`config.mk`:
```
export PLATFORM = sky130hd
export DESIGN_NAME = trace_match_packer
export DESIGN_NICKNAME = d
export VERILOG_FILES = /design/src/rtl/trace_match_packer.sv
export SDC_FILE = /design/constraint.sdc
export NUM_CORES = 1
export LEC_CHECK = 0
export BUFFER_PORTS_ARGS = -buffer_cell sky130_fd_sc_hd__buf_2
export CAP_MARGIN = 20
export CORE_ASPECT_RATIO = 0.75
export CORE_MARGIN = 2
export CORE_UTILIZATION = 48
export CTS_CLUSTER_DIAMETER = 120
export CTS_CLUSTER_SIZE = 12
export DETAILED_ROUTE_END_ITERATION = 10
export PLACE_DENSITY = 0.66
export SLEW_MARGIN = 20
export SYNTH_ARGS = -nofsm -noshare
export SYNTH_HDL_FRONTEND = slang
export SYNTH_SLANG_ARGS = --single-unit
```
`constraint.sdc`:
```
create_clock -name trace_clk -period 3.4 [get_ports trace_clk]
set_clock_uncertainty 0.15 [all_clocks]
set_input_delay 0 -clock trace_clk [delete_from_list [all_inputs] [get_ports trace_clk]]
set_output_delay 0 -clock trace_clk [all_outputs]
set_load 0.005 [all_outputs]
```
`src/rtl/trace_match_packer.sv`:
```
// rtl/trace_match_packer.sv - serialises masked trace rule matches into timestamped sniff FIFO entries
module trace_match_packer #(
    parameter int pRULES         = 8,
    parameter int pSHORTTIME_LEN = 8,
    parameter int pFULLTIME_LEN  = 24,
    parameter int pQDEPTH        = 4
) (
    input  logic                       trace_clk,
    input  logic                       reset,
    input  logic                       enable_i,
    input  logic [pRULES-1:0]          match_i,
    input  logic [pRULES-1:0]          pattern_enable_i,
    input  logic [pRULES-1:0]          trig_enable_i,
    output logic [pFULLTIME_LEN+1:0]   out_data,
    output logic                       out_valid,
    input  logic                       out_ready,
    input  logic                       clear_overflow,
    output logic                       overflow,
    output logic                       trig_out,
    output logic                       idle
);

    localparam int AW = $clog2(pQDEPTH);
    localparam logic [pFULLTIME_LEN-1:0] DELTA_ONE = 1;

    typedef enum logic [1:0] {
        S_IDLE,
        S_TIME,
        S_MATCH
    } state_t;

    state_t state, next_state;

    logic [pFULLTIME_LEN-1:0] delta;
    logic [pRULES-1:0]        cap_mask;
    logic                     capture;
    logic                     push;
    logic                     pop;
    logic                     drop;
    logic                     accept;

    logic [pRULES-1:0]        q_mask  [pQDEPTH];
    logic [pFULLTIME_LEN-1:0] q_delta [pQDEPTH];
    logic [AW:0]              wr_ptr;
    logic [AW:0]              rd_ptr;
    logic                     q_empty;
    logic                     q_full;
    logic [pRULES-1:0]        head_mask;
    logic [pFULLTIME_LEN-1:0] head_delta;

    logic [pRULES-1:0]        work_mask;
    logic [pRULES-1:0]        work_mask_rest;
    logic [pFULLTIME_LEN-1:0] work_delta;
    logic [7:0]               low_idx;

    assign cap_mask = match_i & pattern_enable_i;
    assign capture  = enable_i & (|cap_mask);

    assign q_empty    = (wr_ptr == rd_ptr);
    assign q_full     = (wr_ptr[AW] != rd_ptr[AW]) && (wr_ptr[AW-1:0] == rd_ptr[AW-1:0]);
    assign head_mask  = q_mask[rd_ptr[AW-1:0]];
    assign head_delta = q_delta[rd_ptr[AW-1:0]];

    // A pop in the same cycle frees the slot, so a full queue still accepts the push.
    assign pop    = (state == S_IDLE) && !q_empty;
    assign push   = capture && (!q_full || pop);
    assign drop   = capture && !push;
    assign accept = out_valid && out_ready;

    assign work_mask_rest = work_mask & (work_mask - 1'b1);
    assign idle           = q_empty && (state == S_IDLE);

    always_ff @(posedge trace_clk) begin
        if (push) begin
            q_mask[wr_ptr[AW-1:0]]  <= cap_mask;
            q_delta[wr_ptr[AW-1:0]] <= delta;
        end
    end

    always_ff @(posedge trace_clk or posedge reset) begin
        if (reset) begin
            wr_ptr <= '0;
            rd_ptr <= '0;
        end else begin
            if (push) wr_ptr <= wr_ptr + 1'b1;
            if (pop)  rd_ptr <= rd_ptr + 1'b1;
        end
    end

    // Delta restarts at 1 after a successful push so it measures capture-to-capture;
    // dropped captures leave it running.
    always_ff @(posedge trace_clk or posedge reset) begin
        if (reset) begin
            delta <= '0;
        end else if (!enable_i) begin
            delta <= '0;
        end else if (push) begin
            delta <= DELTA_ONE;
        end else if (~&delta) begin
            delta <= delta + 1'b1;
        end
    end

    always_ff @(posedge trace_clk or posedge reset) begin
        if (reset) begin
            overflow <= 1'b0;
            trig_out <= 1'b0;
        end else begin
            if (drop) begin
                overflow <= 1'b1;
            end else if (clear_overflow) begin
                overflow <= 1'b0;
            end
            trig_out <= enable_i && (|(match_i & trig_enable_i));
        end
    end

    always_ff @(posedge trace_clk or posedge reset) begin
        if (reset) begin
            state      <= S_IDLE;
            work_mask  <= '0;
            work_delta <= '0;
        end else begin
            state <= next_state;
            if (pop) begin
                work_mask  <= head_mask;
                work_delta <= head_delta;
            end else if (accept && state == S_TIME) begin
                work_delta <= '0;
            end else if (accept && state == S_MATCH) begin
                work_mask  <= work_mask_rest;
                work_delta <= '0;
            end
        end
    end

    always_comb begin
        low_idx = 8'd0;
        for (int i = pRULES - 1; i >= 0; i--) begin
            if (work_mask[i]) low_idx = 8'(i);
        end
    end

    always_comb begin
        next_state = state;
        out_valid  = 1'b0;
        out_data   = '0;
        case (state)
            S_IDLE: begin
                if (!q_empty) begin
                    next_state = (|head_delta[pFULLTIME_LEN-1:pSHORTTIME_LEN]) ? S_TIME : S_MATCH;
                end
            end
            S_TIME: begin
                out_valid = 1'b1;
                out_data  = {work_delta, 2'b01};
                if (out_ready) next_state = S_MATCH;
            end
            S_MATCH: begin
                out_valid = 1'b1;
                out_data[1:0]                                  = 2'b00;
                out_data[pSHORTTIME_LEN+1:2]                   = work_delta[pSHORTTIME_LEN-1:0];
                out_data[pSHORTTIME_LEN+9:pSHORTTIME_LEN+2]    = low_idx;
                if (out_ready && work_mask_rest == '0) next_state = S_IDLE;
            end
            default: next_state = S_IDLE;
        endcase
    end

endmodule

```
==> impl_metrics.tcl, run 1 <==
set metrics [dict create \
    cap_violations 0 \
    hpwlAfterDp_mm 11.1 \
    leakage_nw 3.62 \
    numCtsBuffers 17 \
    cp.required_ns 3.36 \
    rsz0062_at_grt "no" \
    n_antenna_cell 0 \
    grt_overflow 0 \
    vias 4844 \
    synth_common_cells "edfxtp_1 (128), dfrtp_1 (66), mux4_2 (32), nand2_1 (32), and2_1 (26)" \
    cts_tree "done" \
    grt_max_degree 48 \
    critPathCaptureType "register" \
    synth_most_common_cell "edfxtp_1" \
    yosysTopAreaCell "edfxtp_1" \
    area_growth_pct 15.7 \
    syn-cell-area_sq_mm 0.00823 \
    syn_inst 540 \
    die-area_sq_mm 0.0182 \
    ys.flop_type "edfxtp_1" \
    layout_min_cycle_time_ns 2.81 \
    hp-class "input pin to async pin" \
    wl_per_cell_um 19.9 \
    cts_root_buf "clkbuf_16" \
    power.density_mw_per_mm2 822 \
    finalWeightedCongestion 0.881 \
    ys_types 65 \
    multi_input_area_sq_mm 0.00250 \
    ys_warn_count 0 \
    avgSynthCellArea_sq_um 15.2 \
    initial_core_util_pct 48.9 \
    peakVddDrop_uv 542 \
    port_buffers 57 \
    yosysSeqAreaShare_pct 66.8 \
    fmax_mhz 356 \
    whs_ns 0.0940 \
    worstMarginPinSlew_ns 0.861 \
    cp_max_fo 18 \
    period_share_pct 82.5 \
    row_count 41 \
    power_mw 7.82 \
    finalSetupViolCount 0 \
    grtUsageTotal_pct 19.4 \
    async_flop_share_pct 34.0 \
    slew_violations 0 \
    design.core.area_sq_mm 0.0168 \
    clock_sinks 194 \
    rrSetupSlack_ns 0.59 \
    yosysTopAreaCellShare_pct 46.7 \
    relSlewSlack_pct 42.6 \
    via_per_inst 5.71 \
    drt_iter0_drc 350 \
    grt_pass1_wl_mm 26.9 \
    ff_latch_area_sq_mm 0.00550 \
    worstPathArrival_ns 2.76 \
    drive_gt1_share_pct 22.9 \
    cts_max_level 4 \
    ys_ff_latch 194 \
    cts_resized 0 \
    first_pass_iters 4 \
    grt_pass1_vias 4985 \
    drtAntennaViolNets 0 \
    fillCellCount 1307 \
    fin_nets 659 \
    clk_pin_slew_ns 0.07 \
    drc 0 \
    outcome "finished, final reports clean" \
    synth_edf_count 128 \
    hold_violations 0 \
    clkLatencyLatePin_ns 0.44 \
    ys_top_cells_by_area "edfxtp_1 (47%), dfrtp_1 (20%), mux4_2 (8.8%), a22o_1 (2.6%), and2_1 (2.0%)" \
    wl_mm 16.9 \
    final.setup.tns_ns 0 \
    antenna_found_initial 0 \
    path_class "register to register" \
    synth.net_count 578 \
    cts.hold.buffers_added 22 \
    clk_path_buf_depth 2 \
    post-cts-setup-buffer-count 0 \
    startpoint_type "register" \
    die_x_um 155 \
    die_y_um 117 \
    ioPinCount 59 \
]
==> sequential cells by signal (all words and copies together) (netlist names) <==
register / count
rd_ptr: 3
work_mask: 8
wr_ptr: 3
trig_out: 1
state: 2
q_mask: 32
work_delta: 24
q_delta: 96
overflow: 1
delta: 24
==> stage by stage <==
step	area [sq um]	utilization, %	cells	setup WS, ns
finish	9520	56.6	849	0.595
global route	9520	56.6	849	0.440
CTS	9520	56.6	849	0.592
detailed placement	8700	51.7	795	0.615
global placement	8700	51.7	795	0.734
floorplan	8230	-	540	0.903
==> worst max-delay path, cell delays in order (launching register included) <==
cell and delay (ns):
dfrtp_1 0.40, inv_1 0.12, ha_1 0.24, or4_1 0.16, o211a_2 0.27, and2_1 0.72, buf_4 0.41
==> cell families (layout without fill, tap and decap cells) <==
kind of cell,Yosys count,count (layout),synth area share (%)
other cells,1,1,0.0456
compound gates,98,98,8.49
flops,194,194,66.8
mux,34,34,9.02
simple gates,137,137,9.29
buf+inv,47,141,2.86
fa+ha+maj,10,10,1.49
xor+xnor,19,19,2.02
==> cell usage in the layout (no fill, tap or decap), drive strengths merged, types with 3 or more instances in the layout <==
| master | count |
|---|---|
| edfxtp | 128 |
| buf | 68 |
| dfrtp | 66 |
| mux4 | 32 |
| nand2 | 32 |
| and2 | 28 |
| a22o | 24 |
| dlygate4sd3 | 22 |
| o21ai | 20 |
| inv | 20 |
| nor2 | 19 |
| clkbuf | 19 |
| xnor2 | 15 |
| a21oi | 15 |
| nand3 | 10 |
| ha | 9 |
| or3 | 8 |
| a211oi | 8 |
| nand4 | 7 |
| clkinv | 6 |
| o31ai | 5 |
| nor2b | 5 |
| and3 | 5 |
| xor2 | 4 |
| or4 | 4 |
| a22oi | 4 |
| nor4 | 4 |
| and4 | 4 |
| a21o | 3 |
| clkinvlp | 3 |
| bufinv | 3 |
==> power breakdown <==
part           total (mW)  switching, mW  internal [mW]
sequential           3.40          0.279           3.12
clock                2.00          0.845           1.16
combinational        2.42           1.32           1.11
==> final timing paths <==
check                                        endpoint                        from  depth (start not counted)
hold / removal             work_delta[15]$_DFFE_PP0P_                       reset                          3
setup / recovery             q_delta[1][13]$_DFFE_PP_        state[0]$_DFFE_PP0P_                          6
setup reg to reg             q_delta[1][13]$_DFFE_PP_        state[0]$_DFFE_PP0P_                          6
min in group trace_clk          wr_ptr[0]$_DFFE_PP0P_                  match_i[7]                          5
max in group asynchronous          trig_out$_DFF_PP0_                       reset                          4
hold reg to reg            work_delta[14]$_DFFE_PP0P_  work_delta[14]$_DFFE_PP0P_                          1
==> metal layers <==
metal | part of all wire [%] | vias up | wire, um | global-route usage, %
met2 | 46 | 120 | 7830 | 29.1
met3 | 3.8 | 25 | 642 | 3.92
met1 | 48 | 2462 | 8090 | 28.0
met5 | 0 | - | 0 | 0
li1 | - | 2237 | - | -
met4 | 1.7 | 0 | 288 | 7.97
==> final cells by class <==
| type | count | area share (%) |
|---|---|---|
| timing repair buffer | 90 | 6.18 |
| clock buffer | 19 | 4.55 |
| inverter | 19 | 0.763 |
| multi-input combinational | 299 | 26.3 |
| clock inverter | 13 | 1.66 |
| sequential | 194 | 57.8 |
| tap | 215 | 2.83 |
No activity file was read; power rests on OpenSTA's default activity.
==> inputs of run 2 (changes only) <==
==> constraint.sdc (replaced) <==
create_clock -name trace_clk -period 2.8 [get_ports trace_clk]
set_clock_uncertainty 0.15 [all_clocks]
set_input_delay 0 -clock trace_clk [delete_from_list [all_inputs] [get_ports trace_clk]]
set_output_delay 0 -clock trace_clk [all_outputs]
set_load 0.005 [all_outputs]
==> impl_metrics.tcl, run 2 (synthesized netlist as in run 1, its figures left out) <==
set metrics [dict create \
    outcome "finished, final reports clean" \
    die-area_sq_mm 0.0182 \
    grt_max_degree 45 \
    cp.required_ns 2.82 \
    busiest_layer "met2" \
    leakage_nw 3.64 \
    crit_slowest_cell "or4_1" \
    swShare_pct 32.3 \
    clkPwrFrac_pct 23.9 \
    slew_violations 0 \
    initial_core_util_pct 48.9 \
    crit_chain "inv_1, ha_1, or4_1, o211a_2, and2_1, buf_12" \
    rrSetupSlack_ns 0.29 \
    cts_max_level 4 \
    port_buffers 57 \
    vias 4921 \
    finalWeightedCongestion 0.834 \
    via_per_inst 5.78 \
    layout_common_cells "edfxtp_1 (128), dfrtp_1 (65), buf_2 (57)" \
    final_area_sq_mm 0.00956 \
    intPower_mw 6.39 \
    comb_power_share_pct 32.2 \
    cts_root_buf "clkbuf_16" \
    power.density_mw_per_mm2 987 \
    startpoint_type "register" \
    drt_iter0_drc 426 \
    area_growth_pct 16.1 \
    cap_violations 0 \
    r2r_start "state[1]$_DFFE_PP0P_" \
    period_share_pct 89.8 \
    ioPinCount 59 \
    grt_overflow 0 \
    power.switching_mw 3.04 \
    worstMarginPinSlew_ns 0.919 \
    fmax_mhz 398 \
    fin_nets 662 \
    cts_tree "done" \
    clk_pin_slew_ns 0.07 \
    hpwlAfterDp_mm 11.2 \
    worstPathArrival_ns 2.54 \
    clkLatencyLatePin_ns 0.43 \
    drive_gt1_share_pct 23.5 \
    pwr-share-seq_pct 43.9 \
    final.setup.tns_ns 0 \
    cp_max_fo 24 \
    grtUsageMet3_pct 4.51 \
    row_count 41 \
    clock_sinks 194 \
    grt_pass1_wl_mm 26.7 \
    cpPeakStageDelay_ns 0.58 \
    wl_mm 16.9 \
    rsz0062_at_grt "no" \
    hold_violations 0 \
    drtAntennaViolNets 0 \
    rr_worst_depth 6 \
    drc 0 \
    power_mw 9.44 \
    layout_commonest_cell "edfxtp_1" \
    fin_util_pct 56.8 \
    peakVddDrop_uv 465 \
    placed_cell_area_sq_mm 0.00878 \
    relSlewSlack_pct 38.7 \
    largest_reg_flops 96 \
    critPathCaptureType "register" \
    antenna_found_initial 1 \
    met1_usage_pct 28.5 \
    numCtsBuffers 17 \
    path_class "register to register" \
    r2r_end "q_delta[0][17]$_DFFE_PP_" \
    hp-class "input pin to async pin" \
    layout_min_cycle_time_ns 2.51 \
    wl_per_cell_um 19.8 \
    grtUsageTotal_pct 19.3 \
    die_y_um 117 \
    use_met2_pct 28.8 \
    design.core.area_sq_mm 0.0168 \
    cp_top_family "simple AND/OR/NAND/NOR gates" \
    die_x_um 155 \
    first_pass_iters 5 \
    n_antenna_cell 0 \
    finalSetupViolCount 0 \
    crit_buf_inv 2 \
    clk_path_buf_depth 2 \
    grt_pass1_vias 4906 \
]
[run 2: worst max path at each step]
stage | startpoint | end | slack (ns) | cells past startpoint
after floorplan | rd_ptr[0]$_DFFE_PP0P_ | wr_ptr[2]$_DFFE_PP0P_ | 0.30 | 6
after global placement | state[0]$_DFFE_PP0P_ | q_delta[3][23]$_DFFE_PP_ | 0.38 | 6
after detailed placement | state[0]$_DFFE_PP0P_ | q_delta[1][23]$_DFFE_PP_ | 0.33 | 6
after CTS | state[1]$_DFFE_PP0P_ | q_delta[0][17]$_DFFE_PP_ | 0.30 | 6
after global routing | delta[0]$_DFFE_PP0P_ | delta[20]$_DFFE_PP0P_ | 0.02 | 6
final | state[1]$_DFFE_PP0P_ | q_delta[0][17]$_DFFE_PP_ | 0.29 | 6
[run 2: through the flow]
stage / hold WS, ns / worst slack [ns] / std cells
2_1_floorplan: -0.0434 / 0.303 / 540
3_3_place_gp: 0.0758 / 0.378 / 798
3_5_place_dp: 0.0762 / 0.329 / 798
4_1_cts: 0.0787 / 0.304 / 852
5_1_grt: 0.160 / 0.0228 / 852
6_report: 0.161 / 0.285 / 852
[run 2: power groups by stage]
| stage | Clock (mW) | Sequential [mW] | Combinational [mW] |
|---|---|---|---|
| 2_1_floorplan | 0 | 4.04 | 2.25 |
| 3_3_place_gp | 0 | 4.15 | 2.94 |
| 3_5_place_dp | 0 | 4.19 | 3.02 |
| 4_1_cts | 2.29 | 4.14 | 3.05 |
| 5_1_grt | 2.41 | 4.20 | 3.36 |
| 6_report | 2.26 | 4.14 | 3.04 |
[run 2: what timing repair did]
item,4_1_cts,5_1_grt
buffers inserted,0,0
hold buffers,22,0
resized for setup,0,0
endpoints found under the setup margin,0,0
endpoints found under the hold margin,101,0
[run 2: final cells by class]
cell class	count	area, sq um
Timing Repair Buffer	93	661
Fill cell	1299	7270
Clock inverter	13	98.8
Sequential cell	194	5500
Clock buffer	19	453
Inverter	19	71.3
Tap cell	215	269
Multi-Input combinational cell	299	2510
[run 2: layer usage]
layer	up-vias	wire, um
met4	2	248
met2	129	7830
met1	2509	7940
met5	-	18
li1	2255	-
met3	26	857
[run 2: worst min-delay path, cell delays in order]
cell and delay [ns]:
dlygate4sd3_1 0.53, buf_2 0.12, inv_2 0.63
==> inputs of run 3 (changes only) <==
--- a/config.mk
+++ b/config.mk
@@ -5,6 +5,7 @@
 export SDC_FILE = /design/constraint.sdc
 export NUM_CORES = 1
 export LEC_CHECK = 0
+export ABC_AREA = 1
 export BUFFER_PORTS_ARGS = -buffer_cell sky130_fd_sc_hd__buf_2
 export CAP_MARGIN = 20
 export CORE_ASPECT_RATIO = 0.75
==> impl_metrics.tcl, run 3 <==
set metrics [dict create \
    port_buffers 57 \
    rrSetupSlack_ns 0.68 \
    grtUsageTotal_pct 21.4 \
    rr_worst_depth 7 \
    worstMarginPinSlew_ns 0.895 \
    crit_path_frequent_cell "nand2_1" \
    relSlewSlack_pct 40.3 \
    syn_inst 891 \
    multi_input_area_sq_mm 0.00276 \
    crit_buf_inv 5 \
    largest_reg_flops 96 \
    cpPeakStageDelay_ns 0.54 \
    clk_path_buf_depth 2 \
    synth_edf_count 128 \
    power.density_mw_per_mm2 1000 \
    row_count 42 \
    area_growth_pct 15.7 \
    layout_commonest_cell "nand2_1" \
    layout_common_cells "nand2_1 (239), edfxtp_1 (128), nand3_1 (101)" \
    finalWeightedCongestion 0.843 \
    syn-cell-area_sq_mm 0.00886 \
    cts_resized 0 \
    ys_ff_latch 194 \
    yosysSeqAreaShare_pct 62.0 \
    drc 0 \
    yosysTopAreaCellShare_pct 43.4 \
    clkPwrFrac_pct 24.2 \
    grt_max_degree 67 \
    ff_latch_area_sq_mm 0.00550 \
    hp-class "input pin to async pin" \
    drt_iter0_drc 607 \
    die_x_um 161 \
    critPathCaptureType "register" \
    clock_sinks 194 \
    startpoint_type "input pin" \
    ys_types 40 \
    finalSetupViolCount 0 \
    yosysTopAreaCell "edfxtp_1" \
    async_flop_share_pct 34.0 \
    die_y_um 122 \
    hpwlAfterDp_mm 12.9 \
    hold_violations 0 \
    die-area_sq_mm 0.0196 \
    avgSynthCellArea_sq_um 9.94 \
    fmax_mhz 416 \
    dp_cells 1175 \
    layout_min_cycle_time_ns 2.40 \
    cap_violations 0 \
    fillCellCount 1514 \
    synth_most_common_cell "nand2_1" \
    fin_nets 1014 \
    swShare_pct 37.8 \
    via_per_inst 5.18 \
    cp_top_family "buffers and inverters" \
    path_class "input pin to register" \
    cts_tree "done" \
    pwr-share-seq_pct 40.3 \
    numCtsBuffers 17 \
    crit_chain "dlygate4sd3_1, buf_2, nand2_1, dlygate4sd3_1, inv_1, nor3_1, nand2_1, nand3_4, inv_4, nor2_8, nand2_4, nand2_1, nand2_1" \
    comb_power_share_pct 35.4 \
    grt_overflow 0 \
    first_pass_iters 7 \
    crit_cells 13 \
    ys_warn_count 0 \
    drive_gt1_share_pct 15.5 \
    finalNonFillerCells 1232 \
    design.core.area_sq_mm 0.0179 \
    rsz0062_at_grt "no" \
    ioPinCount 59 \
    period_share_pct 85.9 \
    clkLatencyLatePin_ns 0.43 \
    antenna_found_initial 0 \
    clk_pin_slew_ns 0.07 \
    synth.net_count 929 \
    grt_pass1_vias 5891 \
    worstPathArrival_ns 2.58 \
    crit_slowest_cell "dlygate4sd3_1" \
    synth_common_cells "nand2_1 (239), edfxtp_1 (128), nand3_1 (101)" \
    grt_pass1_wl_mm 32.0 \
    wl_mm 19.8 \
    outcome "finished, final reports clean" \
    cp_max_fo 22 \
    fin_util_pct 57.4 \
    power.switching_mw 3.89 \
    vias 6381 \
    cts_root_buf "clkbuf_16" \
    drtAntennaViolNets 0 \
    cp.required_ns 2.98 \
    wl_per_cell_um 16.1 \
    slew_violations 0 \
    intPower_mw 6.39 \
    ys.flop_type "edfxtp_1" \
    ys_top_cells_by_area "edfxtp_1 (43%), dfrtp_1 (19%), nand2_1 (10%), nand3_1 (5.7%), inv_1 (4.1%)" \
    leakage_nw 4.44 \
    initial_core_util_pct 49.6 \
    cts_max_level 4 \
    peakVddDrop_uv 611 \
    power_mw 10.3 \
]
-- run 3: cell types whose count changed in the layout (fill, tap and decap cells not counted), moves of 10 or more --
| cell | before | now |
|---|---|---|
| xnor2_1 | 15 | 2 |
| nor2_1 | 19 | 40 |
| nand3_1 | 10 | 101 |
| and2_1 | 26 | 1 |
| nand2_1 | 32 | 239 |
| a21oi_1 | 14 | 24 |
| buf_4 | 10 | 22 |
| o22ai_1 | 2 | 18 |
| o21ai_1 | 1 | 13 |
| nor3_1 | 1 | 17 |
| mux4_2 | 32 | 0 |
| inv_1 | 18 | 95 |
| a22o_1 | 24 | 2 |
-- run 3: layer usage --
layer  routed length [um]  vias to the layer above  part of all wire [%]  GRT usage (%)
li1                     -                     3155                     -              -
met1                 9740                     3027                    49           32.5
met2                 8800                      185                    44           31.0
met3                 1090                       14                   5.5           4.70
met4                  190                        0                  0.96           5.92
met5                    0                        -                     0              0
-- run 3: power groups by stage --
| stage | sequential [mW] | clock, mW | combinational, mW |
|---|---|---|---|
| 3_3_place_gp | 4.19 | 0 | 3.56 |
| 4_1_cts | 4.14 | 2.53 | 3.66 |
| 3_5_place_dp | 4.20 | 0 | 3.60 |
| 6_report | 4.15 | 2.49 | 3.64 |
| 2_1_floorplan | 4.12 | 0 | 2.66 |
| 5_1_grt | 4.21 | 2.66 | 4.14 |
-- run 3: tightest hold or removal path, stage by stage --
cell           delay [ns]
dlygate4sd3_1        0.53
buf_2                0.12
inv_2                0.03
buf_4                0.67
-- run 3: layout make-up --
| cell class | instances | area share, % |
|---|---|---|
| flip-flops and latches | 194 | 53.6 |
| multi-input cells | 557 | 26.9 |
| repair buffers | 103 | 6.74 |
| clock buffers | 18 | 4.28 |
| inverters | 103 | 3.82 |
| well taps | 242 | 2.95 |
| clock inverters | 14 | 1.68 |
| diodes | 1 | 0.0244 |
-- run 3: worst paths after layout --
path                                  startpoint                       end
setup / recovery             pattern_enable_i[3]      delta[0]$_DFFE_PP0P_
hold / removal                             reset      state[1]$_DFFE_PP0P_
setup reg to reg            state[0]$_DFFE_PP0P_  q_delta[2][23]$_DFFE_PP_
hold reg to reg            wr_ptr[2]$_DFFE_PP0P_     wr_ptr[2]$_DFFE_PP0P_
max in group asynchronous                  reset     rd_ptr[0]$_DFFE_PP0P_
min in group trace_clk          trig_enable_i[3]        trig_out$_DFF_PP0_
-- run 3: cell families after synthesis --
| kind of cell | share of synthesized area (%) |
|---|---|
| buffers and inverters | 7.19 |
| other | 0.0423 |
| and+or+nand+nor | 21.5 |
| xor gates and xnor gates | 0.989 |
| adders and majority gates | 1.27 |
| DFF | 62.0 |
| AOI/OAI and AO/OA | 6.92 |
-- run 3: metrics by stage --
stage | setup slack [ns] | area [sq um] | hold slack, ns | TNS [ns]
finish | 0.396 | 10300 | 0.223 | 0
global route | 0.252 | 10200 | 0.321 | 0
floorplan | -0.222 | 8860 | -0.0415 | -24.66
detailed placement | 0.675 | 9400 | 0.0617 | 0
global placement | 0.723 | 9400 | 0.0544 | 0
CTS | 0.446 | 10200 | 0.251 | 0
-- run 3: what timing repair did --
item,4_1_cts,5_1_grt
setup buffers,0,0
hold buffers,24,0
endpoints found under the setup margin,0,0
endpoints found under the hold margin,113,0
